==> src/rtl/rock_step_scheduler.sv <==
// Rocking-cradle step scheduler: applies one A/F step, lets the cradle settle, then waits for
// a stress drop and keeps or reverts the step.
module rock_step_scheduler #(
    parameter int unsigned SETTLE_CYCLES = 1000,
    parameter int unsigned EVAL_CYCLES   = 5000,
    parameter logic [2:0]  A_INIT        = 3'd7,
    parameter logic [2:0]  F_INIT        = 3'd4
) (
    input  logic       clk,
    input  logic       reset,
    input  logic       a_down,
    input  logic       f_up,
    input  logic       f_down,
    input  logic       stress_dropped,
    input  logic       restart,
    output logic [2:0] A,
    output logic [2:0] F,
    output logic       busy,
    output logic       step_done,
    output logic       improved,
    output logic       err
);

    typedef enum logic [1:0] {StIdle, StSettle, StEval, StDone} state_t;

    localparam logic [15:0] SettleLast = 16'(SETTLE_CYCLES - 1);
    localparam logic [15:0] EvalLast   = 16'(EVAL_CYCLES - 1);

    state_t      state;
    logic [15:0] cnt;
    logic [2:0]  a_saved;
    logic [2:0]  f_saved;

    // Arbitrated request decode: at most one of req_ok / req_sat is set.
    logic       req_ok;
    logic       req_sat;
    logic [2:0] a_step;
    logic [2:0] f_step;

    always_comb begin
        req_ok  = 1'b0;
        req_sat = 1'b0;
        a_step  = A;
        f_step  = F;
        if (a_down) begin
            if (A == 3'd0) begin
                req_sat = 1'b1;
            end else begin
                req_ok = 1'b1;
                a_step = A - 3'd1;
            end
        end else if (f_down) begin
            if (F == 3'd0) begin
                req_sat = 1'b1;
            end else begin
                req_ok = 1'b1;
                f_step = F - 3'd1;
            end
        end else if (f_up) begin
            if (F == 3'd7) begin
                req_sat = 1'b1;
            end else begin
                req_ok = 1'b1;
                f_step = F + 3'd1;
            end
        end
    end

    always_ff @(posedge clk or negedge reset) begin
        if (!reset) begin
            state     <= StIdle;
            cnt       <= '0;
            A         <= A_INIT;
            F         <= F_INIT;
            a_saved   <= A_INIT;
            f_saved   <= F_INIT;
            busy      <= 1'b0;
            step_done <= 1'b0;
            improved  <= 1'b0;
            err       <= 1'b0;
        end else if (restart) begin
            // err is deliberately left alone: only reset clears it.
            state     <= StIdle;
            cnt       <= '0;
            A         <= A_INIT;
            F         <= F_INIT;
            busy      <= 1'b0;
            step_done <= 1'b0;
            improved  <= 1'b0;
        end else begin
            unique case (state)
                StIdle: begin
                    if (req_sat) begin
                        err <= 1'b1;
                    end else if (req_ok) begin
                        a_saved <= A;
                        f_saved <= F;
                        A       <= a_step;
                        F       <= f_step;
                        cnt     <= '0;
                        busy    <= 1'b1;
                        state   <= StSettle;
                    end
                end
                StSettle: begin
                    if (cnt == SettleLast) begin
                        cnt   <= '0;
                        state <= StEval;
                    end else begin
                        cnt <= cnt + 16'd1;
                    end
                end
                StEval: begin
                    // A drop in the last EVAL cycle still counts as an improvement.
                    if (stress_dropped) begin
                        step_done <= 1'b1;
                        improved  <= 1'b1;
                        cnt       <= '0;
                        state     <= StDone;
                    end else if (cnt == EvalLast) begin
                        A         <= a_saved;
                        F         <= f_saved;
                        step_done <= 1'b1;
                        improved  <= 1'b0;
                        cnt       <= '0;
                        state     <= StDone;
                    end else begin
                        cnt <= cnt + 16'd1;
                    end
                end
                StDone: begin
                    step_done <= 1'b0;
                    improved  <= 1'b0;
                    busy      <= 1'b0;
                    state     <= StIdle;
                end
                default: state <= StIdle;
            endcase
        end
    end

endmodule

==> config.mk <==
export PLATFORM = sky130hd
export DESIGN_NAME = rock_step_scheduler
export DESIGN_NICKNAME = d
export VERILOG_FILES = /design/src/rtl/rock_step_scheduler.sv
export SDC_FILE = /design/constraint.sdc
export NUM_CORES = 1
export LEC_CHECK = 0
export BUFFER_PORTS_ARGS = -buffer_cell sky130_fd_sc_hd__buf_2
export CORE_ASPECT_RATIO = 2
export CORE_MARGIN = 3
export CORE_UTILIZATION = 60
export CTS_BUF_LIST = sky130_fd_sc_hd__clkbuf_4 sky130_fd_sc_hd__clkbuf_8 sky130_fd_sc_hd__clkbuf_16
export DETAILED_ROUTE_END_ITERATION = 8
export GPL_TIMING_DRIVEN = 0
export PLACE_DENSITY_LB_ADDON = 0.12
export RECOVER_POWER = 50
export REMOVE_ABC_BUFFERS = 1
export SLEW_MARGIN = 20
export SYNTH_ARGS = -nofsm -noshare
export SYNTH_HDL_FRONTEND = slang
export SYNTH_SLANG_ARGS = --single-unit
==> constraint.sdc <==
create_clock -name clk -period 6.3 [get_ports clk]
set_clock_uncertainty 0.1 [all_clocks]
set_input_delay 0.945 -clock clk [delete_from_list [all_inputs] [get_ports clk]]
set_output_delay 0.945 -clock clk [all_outputs]
set_load 0.005 [all_outputs]
### Yosys cells after proc, flatten, opt, wreduce, memory -nomap -nowiden

Cells that the tools add are included.

| cells by class | value |
|---|---|
| add/subtract/negate cells | 4 |
| equality and inequality tests | 18 |
| multiplexer cells | 57 |
| bitwise operators | 2 |
| reductions and logical operators | 15 |

Operator list:

| cell | number |
|---|---|
| $mux 16 | 6 |
| $mux 3 | 17 |
| $pmux 16 s3 | 1 |
| $ne 3x3->1 const B | 8 |
| $mux 1 | 21 |
| $add 16x1->16 const B | 1 |
| $eq 16x10->1 const B | 1 |
| $eq 16x13->1 const B | 1 |
| $ne 4x4->1 const B | 4 |
| $mux 2 | 6 |
| $pmux 3 s2 | 2 |
| $reduce_and 3->1 | 3 |
| $reduce_and 9->1 | 1 |
| $reduce_bool 3->1 | 3 |
| $pmux 2 s4 | 1 |
| $reduce_and 4->1 | 2 |
| $reduce_and 7->1 | 1 |
| $logic_not 3->1 | 2 |
| $pmux 1 s2 | 3 |
| $sub 3x1->3 const B | 2 |
| $eq 2x2->1 const B | 2 |
| $reduce_bool 4->1 | 1 |
| $add 3x1->3 const B | 1 |
| $eq 3x3->1 const B | 1 |
| other kinds (4) | 5 |

| storage, ports and cells | value |
|---|---|
| bits in registers | 34 |
| output and inout port bits | 10 |

### Depth between registers and ports, before layout

Gate-level depths: netlist (run 1).

| logic depth | value |
|---|---|
| word-level depth | 9 |
| gate-level depth with buffers | 10 |

### Least setup slack after synthesis (run 1)

Ideal clock, no wire load.

| timing | value |
|---|---|
| path type | input to register |
| start | input port f_down |
| end | register cnt[6] |
| arrival | 2.363 ns |
| setup slack | 3.707 ns |
| cell stages on the path | 6 |
| cell sequence | nor4b_1 > or4_1 > a21bo_1 > clkbuf_1 > a22oi_1 > o41ai_1 |

| between the ends | value |
|---|---|
| word-level cells in the longest chain between the ends | 4 |
| elaborated cells on any way between the ends | 7 |
| classes of those cells | eq/ne (2); mux (4); reduce/logical (1) |

Ends and longest elaborated chain:

| item | line | source |
|---|---|---|
| start: declaration | 13 | `input logic f_down,` |
| $mux 1 | 52 | `end else if (f_down) begin` |
| $mux 1 | 45 | `if (a_down) begin` |
| $ne 3x3->1 (no source line) | -- |  |
| $reduce_and 3->1 (no source line) (*) | -- |  |
| end signal: assignment | 110 | `cnt <= cnt + 16'd1;` |
| end signal: assignment | 128 | `cnt <= cnt + 16'd1;` |
| end: declaration | 30 | `logic [15:0] cnt;` |

Mark *: on every way between the ends. The rest lies on a longest branch, timed or not.
A chain may end at the register's enable or synchronous reset.

### Worst setup path after layout (run 1)

| timing | value |
|---|---|
| start | register state[0] |
| end | register cnt[6] |

| between the ends | value |
|---|---|
| word-level cells in the longest chain between the ends | 3 |
| elaborated cells on any way between the ends | 9 |
| classes of those cells | eq/ne (4); mux (2); reduce/logical (3) |

Ends and longest elaborated chain:

| item | line | source |
|---|---|---|
| start: declaration | 29 | `state_t state;` |
| start signal: assignment | 71 | `state <= StIdle;` |
| start signal: assignment | 83 | `state <= StIdle;` |
| start signal: assignment | 102 | `state <= StSettle;` |
| $eq 2x2->1, or another cell as far along | 91 | `unique case (state)` |
| $pmux 16 s3, or another cell as far along | 91 |  |
| $mux 16 or $reduce_and 3->1 (tied branches) | -- |  |

Parallel ways exist; a longest one is shown, timed or not.

==> out/metrics.csv, run 1 <==
metric,value,unit
status,"finished, violations left",
violated checks,"max-capacitance violations, max-slew violations",
crit share post-route,47.6,%
crit-path max FO,19,
highest metal used,met4,
layout cells sized above 1,15.8,%
cell area after layout,2270,um2
crit path DAT,3.07,ns
"Remaining Overflow, GRT",0,
asr flop ratio synth,100,%
clock slew at reported path FFs,0.07,ns
Final Hold Fails,0,
root buf cell,clkbuf_8,
Worst Path Required,6.37,ns
global-route wire length before repair,8.14,mm
"Core Util, Final",69.5,%
internal power,503,uW
Reg2Reg Launch Point,state[0]$_DFFE_PN0P_,
Worst Hold Class,reg -> reg,
gpl congestion,0.923,
Post-Place Cell Area,2180,um2
CP dominant cell by count,inv_1,
"Clk Latency, worst-skew pair",0.29,ns
initial DRC count,71,
WL met1,1.77,mm
clock share of power,21.2,%
Worst path max stage delay,0.59,ns
die area,4320,um2
pin count of the biggest net entering global routing,35,
Num CTS Buffers,5,
r2r setup slk,3.30,ns
post-synthesis cell area,2120,um2
Tot Pwr,803,uW
vias per inst,6.77,
Synth Warn #,0,
startpoint types,flop,
setup TNS,0,ns
WHS Endpoint,err$_DFFE_PN0P_,
"Slowest-stage cell, CP",a22o_1,
combinational share of power,38.3,%
final setup violation count,0,
CTS Sinks,34,
floorplan core area,3270,um2
max-cap viol count,1,
met3 wire len,193,um
ANT cells,0,
Reg2Reg Depth,7,
cells along the critical path,inv_1 -> ha_1 -> inv_1 -> nor3_1 -> a22o_1 -> nand2_1 -> o41ai_1,
Port-buffer cells,16,
#FFs+latches synth,34,
Starting Density,64.8,%
Flop pwr share,40.5,%
P&R area growth vs syn,7.33,%
vias in the first global route,1821,
top achievable clock speed,333,MHz
PwrDens,354,nW/um2
"Seq/Total Area, Yosys",40.7,%
routed wl met2,2.80,mm
LEAKAGE,0.00100,uW
Row Count,29,
Worst Hold Path Cells,1,
synthesized area per cell,9.40,um2
CTS tree,done,
Final nets,255,
Post-Place Setup Slack,3.27,ns
most common flop cell mapped by yosys,dfrtp_1,
sw frac,37.4,%
setup repair bufs after CTS,0,
RSZ-0062 raised after global routing,no,
overall global routing resource usage,25.3,%
reg-to-reg critical path endpoint,cnt[6]$_DFFE_PN0P_,
H-Tree Level Count,2,
die height,90.0,um
average wire per standard cell,18.0,um
Final ANT Viol Nets,0,
number of flops mapped to enable cells by yosys,0,
Max IR drop VDD,0.000230,V
Max Slew Vio Count,35,
Yosys cell types,51,
worst-margin pin slew,1.78,ns
Detailed Place HPWL,3.64,mm
# hold bufs at CTS,0,
Hold Path Origin,err$_DFFE_PN0P_,
Psw,300,uW
CTS max path bufs,2,
drt drc,0,
Setup WS post-layout,3.30,ns
CP endpoint kind,flop,
Slew headroom,-18.8,%
Vias,1842,
Fillers,267,
# IOs,17,
PostCTS Resize Cnt,0,
class of the most critical setup path,reg -> reg,
Final min period,3.00,ns
Die W,48.0,um
initial antenna violation count,0,
Routed WL,4.89,mm
Cells after Synth,225,
DRT Pass-1 Iters,4,
[area by class of cell]
| class | instances | area (um2) | area share (%) |
|---|---|---|---|
| Clock buffer | 7 | 90.1 | 3.97 |
| Timing Repair Buffer | 16 | 75.1 | 3.31 |
| Sequential cell | 34 | 861 | 37.9 |
| Inverter | 14 | 52.6 | 2.31 |
| Tap cell | 31 | 38.8 | 1.71 |
| Clock inverter | 1 | 5.00 | 0.220 |
| Multi-Input combinational cell | 169 | 1150 | 50.6 |
[worst max-delay path, delay by kind of cell (launching register included)]
family          cells  cell delay, ns
buf+inv             2            0.42
flops               1            0.48
compound gates      2            0.92
fa+ha+maj           1            0.44
simple gates        2            0.53
[placed cells by master, fill, tap and decap left out, types with 2 or more instances in the layout]
cell,count
dfrtp_1,26
nand2_1,15
inv_1,14
nand3_1,14
nor2_1,12
buf_2,12
o21ai_0,11
a21oi_1,9
dfstp_2,8
a21o_1,8
nor4_1,8
a22o_1,8
ha_1,7
nand2b_1,6
nor3_1,6
a22oi_1,6
clkbuf_8,6
a31oi_1,4
or2_2,4
mux2_2,4
mux2i_1,4
clkbuf_1,4
or4_1,3
or3_1,3
nor2b_1,3
nand4b_1,2
and3_1,2
o31ai_1,2
nand4_1,2
a211oi_1,2
xnor2_1,2
a311oi_1,2
o41ai_1,2
[stage by stage]
step | hold slack [ns] | cells
2_1_floorplan | 0.350 | 217
3_3_place_gp | 0.353 | 264
3_5_place_dp | 0.361 | 264
4_1_cts | 0.380 | 272
5_1_grt | 0.405 | 272
6_report | 0.378 | 272
[logic make-up after synthesis]
kind of cell | after synthesis | share of synthesized area (%)
AND/OR/NAND/NOR | 88 | 23.4
AO/OA/AOI/OAI | 63 | 21.0
flip-flops | 34 | 40.7
buffers and inverters | 22 | 5.03
multiplexers | 8 | 4.02
adder cells (fa/ha/maj) | 8 | 5.09
XOR/XNOR | 2 | 0.828
[sequential cells by signal, summed over array words and instances (netlist names)]
signal     cells
step_done      1
cnt           16
improved       1
busy           1
f_saved        3
err            1
state          2
A              3
F              3
a_saved        3
[cells in the mapped netlist, types with 2 or more instances]
master | n | share of area, %
o41ai_1 | 2 | 0.83
a311oi_1 | 2 | 0.83
o31ai_1 | 2 | 0.71
or2_2 | 4 | 1.2
a21oi_1 | 9 | 2.1
nand4b_1 | 2 | 0.83
a21o_1 | 8 | 2.8
nor2b_1 | 3 | 0.89
and3_1 | 2 | 0.59
nor3_1 | 6 | 1.4
ha_1 | 7 | 4.1
a22o_1 | 8 | 3.3
nand3_1 | 14 | 3.3
dfrtp_1 | 26 | 31
dfstp_2 | 8 | 9.9
nor4_1 | 8 | 2.4
nand2b_1 | 6 | 1.8
mux2_2 | 4 | 2.1
a22oi_1 | 6 | 2.1
inv_1 | 14 | 2.5
or4_1 | 3 | 1.1
mux2i_1 | 4 | 1.9
nand2_1 | 15 | 2.7
a31oi_1 | 4 | 1.2
nor2_1 | 12 | 2.1
o21ai_0 | 11 | 2.6
clkbuf_1 | 4 | 0.71
nand4_1 | 2 | 0.59
or3_1 | 3 | 0.89
xnor2_1 | 2 | 0.83
buf_6 | 3 | 1.6
a211oi_1 | 2 | 0.71
[power by group through the flow]
stage               Combinational [uW]  Clock [uW]  Sequential (uW)
finish                             308         170              325
global route                       344         184              332
CTS                                309         174              324
detailed placement                 308           0              328
global placement                   294           0              323
floorplan                          219           0              320
[metal layers]
metal	GRT usage (%)	vias up
met4	12.1	0
met5	0	-
li1	-	876
met1	28.4	906
met3	4.20	11
met2	42.5	49
[worst max path at each step]
| stage | startpoint | slack (ns) | cells after the start | end |
|---|---|---|---|---|
| finish | state[0]$_DFFE_PN0P_ | 3.30 | 7 | cnt[6]$_DFFE_PN0P_ |
| global route | state[0]$_DFFE_PN0P_ | 3.05 | 7 | cnt[6]$_DFFE_PN0P_ |
| CTS | state[0]$_DFFE_PN0P_ | 3.35 | 7 | cnt[6]$_DFFE_PN0P_ |
| detailed placement | f_down | 3.27 | 6 | cnt[6]$_DFFE_PN0P_ |
| global placement | f_down | 3.30 | 6 | cnt[6]$_DFFE_PN0P_ |
| floorplan | f_down | 3.72 | 5 | cnt[10]$_DFFE_PN0P_ |
(Power assumes the default switching activity.)
==> run 2, diff against run 1 <==
--- a/config.mk
+++ b/config.mk
@@ -5,10 +5,11 @@
 export SDC_FILE = /design/constraint.sdc
 export NUM_CORES = 1
 export LEC_CHECK = 0
+export ABC_AREA = 1
 export BUFFER_PORTS_ARGS = -buffer_cell sky130_fd_sc_hd__buf_2
 export CORE_ASPECT_RATIO = 2
 export CORE_MARGIN = 3
-export CORE_UTILIZATION = 60
+export CORE_UTILIZATION = 54
 export CTS_BUF_LIST = sky130_fd_sc_hd__clkbuf_4 sky130_fd_sc_hd__clkbuf_8 sky130_fd_sc_hd__clkbuf_16
 export DETAILED_ROUTE_END_ITERATION = 8
 export GPL_TIMING_DRIVEN = 0
==> constraint.sdc (replaced) <==
create_clock -name clk -period 2.7 [get_ports clk]
set_clock_uncertainty 0.1 [all_clocks]
set_input_delay 0.405 -clock clk [delete_from_list [all_inputs] [get_ports clk]]
set_output_delay 0.405 -clock clk [all_outputs]
set_load 0.005 [all_outputs]
==> out/metrics.csv, run 2 <==
metric,value,unit
clock slew at reported path FFs,0.07,ns
gpl congestion,0.847,
Area contributors post-synth,"dfrtp_1, nand2_1, dfstp_2, nand3_1, inv_1",
WL met1,2.00,mm
Post-synth top cells,"nand2_1, inv_1, nor2_1",
max-cap viol count,1,
crit share post-route,86.4,%
Synth Area in XOR/XNOR,0,%
die height,100,um
reg-to-reg critical path endpoint,cnt[9]$_DFFE_PN0P_,
Vias,2053,
most frequent cells in the layout,"nand2_1, inv_1, nor2_1",
Synth Area in Adders,4.50,%
"Remaining Overflow, GRT",0,
class of the most critical setup path,reg -> reg,
Critical Path End,cnt[9]$_DFFE_PN0P_,
Port-buffer cells,16,
cell area after layout,2580,um2
DRT Pass-1 Iters,4,
crit-path max FO,18,
largest family of logic cells by synthesized area,simple AND/OR/NAND/NOR gates,
"Clk Latency, worst-skew pair",0.28,ns
Detailed Place HPWL,4.09,mm
Synth Area in Compound Gates,8.85,%
Reg2Reg Depth,8,
P&R area growth vs syn,7.96,%
Final ANT Viol Nets,0,
met3 wire len,101,um
startpoint types,flop,
crit path DAT,2.41,ns
most common flop cell mapped by yosys,dfrtp_1,
Synth top area share,27.2,%
Starting Density,57.3,%
Fillers,406,
asr flop ratio synth,100,%
top achievable clock speed,429,MHz
RSZ-0062 raised after global routing,no,
initial DRC count,53,
Routed WL,5.29,mm
overall global routing resource usage,22.6,%
Cells after Synth,318,
root buf cell,clkbuf_8,
Num CTS Buffers,5,
Reg with most FFs,cnt,
CTS max path bufs,2,
ANT cells,0,
r2r setup slk,0.37,ns
mux cell area share after synthesis,0,%
Synth Warn #,0,
vias in the first global route,2028,
Slew headroom,-22.8,%
setup TNS,0,ns
CTS Sinks,34,
Final nets,350,
Row Count,33,
cell accounting for the most synthesized area,dfrtp_1,
synthesized area per cell,7.51,um2
setup repair bufs after CTS,0,
combinational share of power,41.7,%
H-Tree Level Count,2,
Worst Path Required,2.77,ns
"Seq/Total Area, Yosys",36.0,%
final setup violation count,0,
PostCTS Resize Cnt,0,
"most common cell after layout, fill and taps aside",nand2_1,
global-route wire length before repair,9.02,mm
die area,5310,um2
Yosys cell types,35,
#FFs+latches synth,34,
Psw,887,uW
clock share of power,21.1,%
number of flops mapped to enable cells by yosys,0,
layout cells sized above 1,21.4,%
drt drc,0,
internal power,1240,uW
Post-Place Cell Area,2470,um2
Finished Layout Cells,388,
highest metal used,met4,
Max Slew Vio Count,35,
status,"finished, violations left",
initial antenna violation count,0,
vias per inst,5.29,
Flop pwr share,37.2,%
CP endpoint kind,flop,
Reg2Reg Launch Point,state[0]$_DFFE_PN0P_,
post-synthesis cell area,2390,um2
LEAKAGE,0.00125,uW
# hold bufs at CTS,0,
Final Hold Fails,0,
CTS tree,done,
Worst Hold Class,reg -> reg,
pin count of the biggest net entering global routing,35,
violated checks,"max-capacitance violations, max-slew violations",
Max IR drop VDD,0.000455,V
max FFs per register,16,
# IOs,17,
average wire per standard cell,13.6,um
sw frac,41.6,%
routed wl met2,3.02,mm
floorplan core area,4170,um2
Die W,53.0,um
worst-margin pin slew,1.84,ns
CP startpoint,state[0]$_DFFE_PN0P_,
most frequent cell after synthesis,nand2_1,
Final min period,2.33,ns
Placed Cells,380,
post-synthesis simple-gate area fraction,41.9,%
PwrDens,827,nW/um2
-- run 2: through the flow --
stage / util [%] / power [uW] / setup slack (ns) / hold slack (ns)
2_1_floorplan: - / 1430 / 0.805 / 0.00941
6_report: 61.8 / 2130 / 0.367 / 0.369
3_3_place_gp: 59.3 / 1690 / 0.398 / 0.339
3_5_place_dp: 59.3 / 1710 / 0.383 / 0.361
5_1_grt: 61.8 / 2290 / 0.236 / 0.390
4_1_cts: 61.9 / 2160 / 0.368 / 0.122
-- run 2: power by group through the flow --
stage	clock network [uW]	registers (uW)	logic, uW
6_report	449	794	889
5_1_grt	469	814	1000
4_1_cts	454	795	910
3_5_place_dp	0	805	907
3_3_place_gp	0	803	887
2_1_floorplan	0	784	648
-- run 2: logic make-up (layout without fill, tap and decap cells) --
logic type,after synthesis,after routing
and+or+nand+nor,200,200
buffers and inverters,44,62
adders and majority gates,8,8
DFF,34,34
AOI/OAI and AO/OA,32,32
-- run 2: worst min-delay path by stage --
stage	from	to	slack (ns)	cells after the start
2_1_floorplan	reset	F[0]$_DFFE_PN0P_	0.009	0
3_3_place_gp	err$_DFFE_PN0P_	err$_DFFE_PN0P_	0.34	1
3_5_place_dp	A[1]$_DFFE_PN1P_	A[1]$_DFFE_PN1P_	0.36	2
4_1_cts	reset	F[1]$_DFFE_PN0P_	0.12	1
5_1_grt	a_saved[2]$_DFFE_PN1P_	a_saved[2]$_DFFE_PN1P_	0.39	2
6_report	A[1]$_DFFE_PN1P_	A[1]$_DFFE_PN1P_	0.37	2
-- run 2: metal layers --
metal  vias to the layer above  GRT usage (%)
met5                         -              0
met4                         0           11.6
met3                        14           2.38
met2                        29           42.9
met1                       950           22.7
li1                       1060              -
-- run 2: cell type report --
| type | instances | area, um2 | share of cell area, % |
|---|---|---|---|
| Clock buffer | 8 | 110 | 4.27 |
| Inverter | 38 | 148 | 5.73 |
| Multi-Input combinational cell | 240 | 1320 | 51.1 |
| Sequential cell | 34 | 861 | 33.4 |
| Tap cell | 52 | 65.1 | 2.52 |
| Timing Repair Buffer | 16 | 76.3 | 2.96 |
-- run 2: critical path, stage by stage, from the launching register on --
cell      delay [ns]
dfrtp_1         0.43
inv_1           0.12
ha_1            0.49
nor2_4          0.13
nand2_4         0.24
a21boi_4        0.38
nand2_4         0.14
inv_6           0.13
nor2_1          0.05
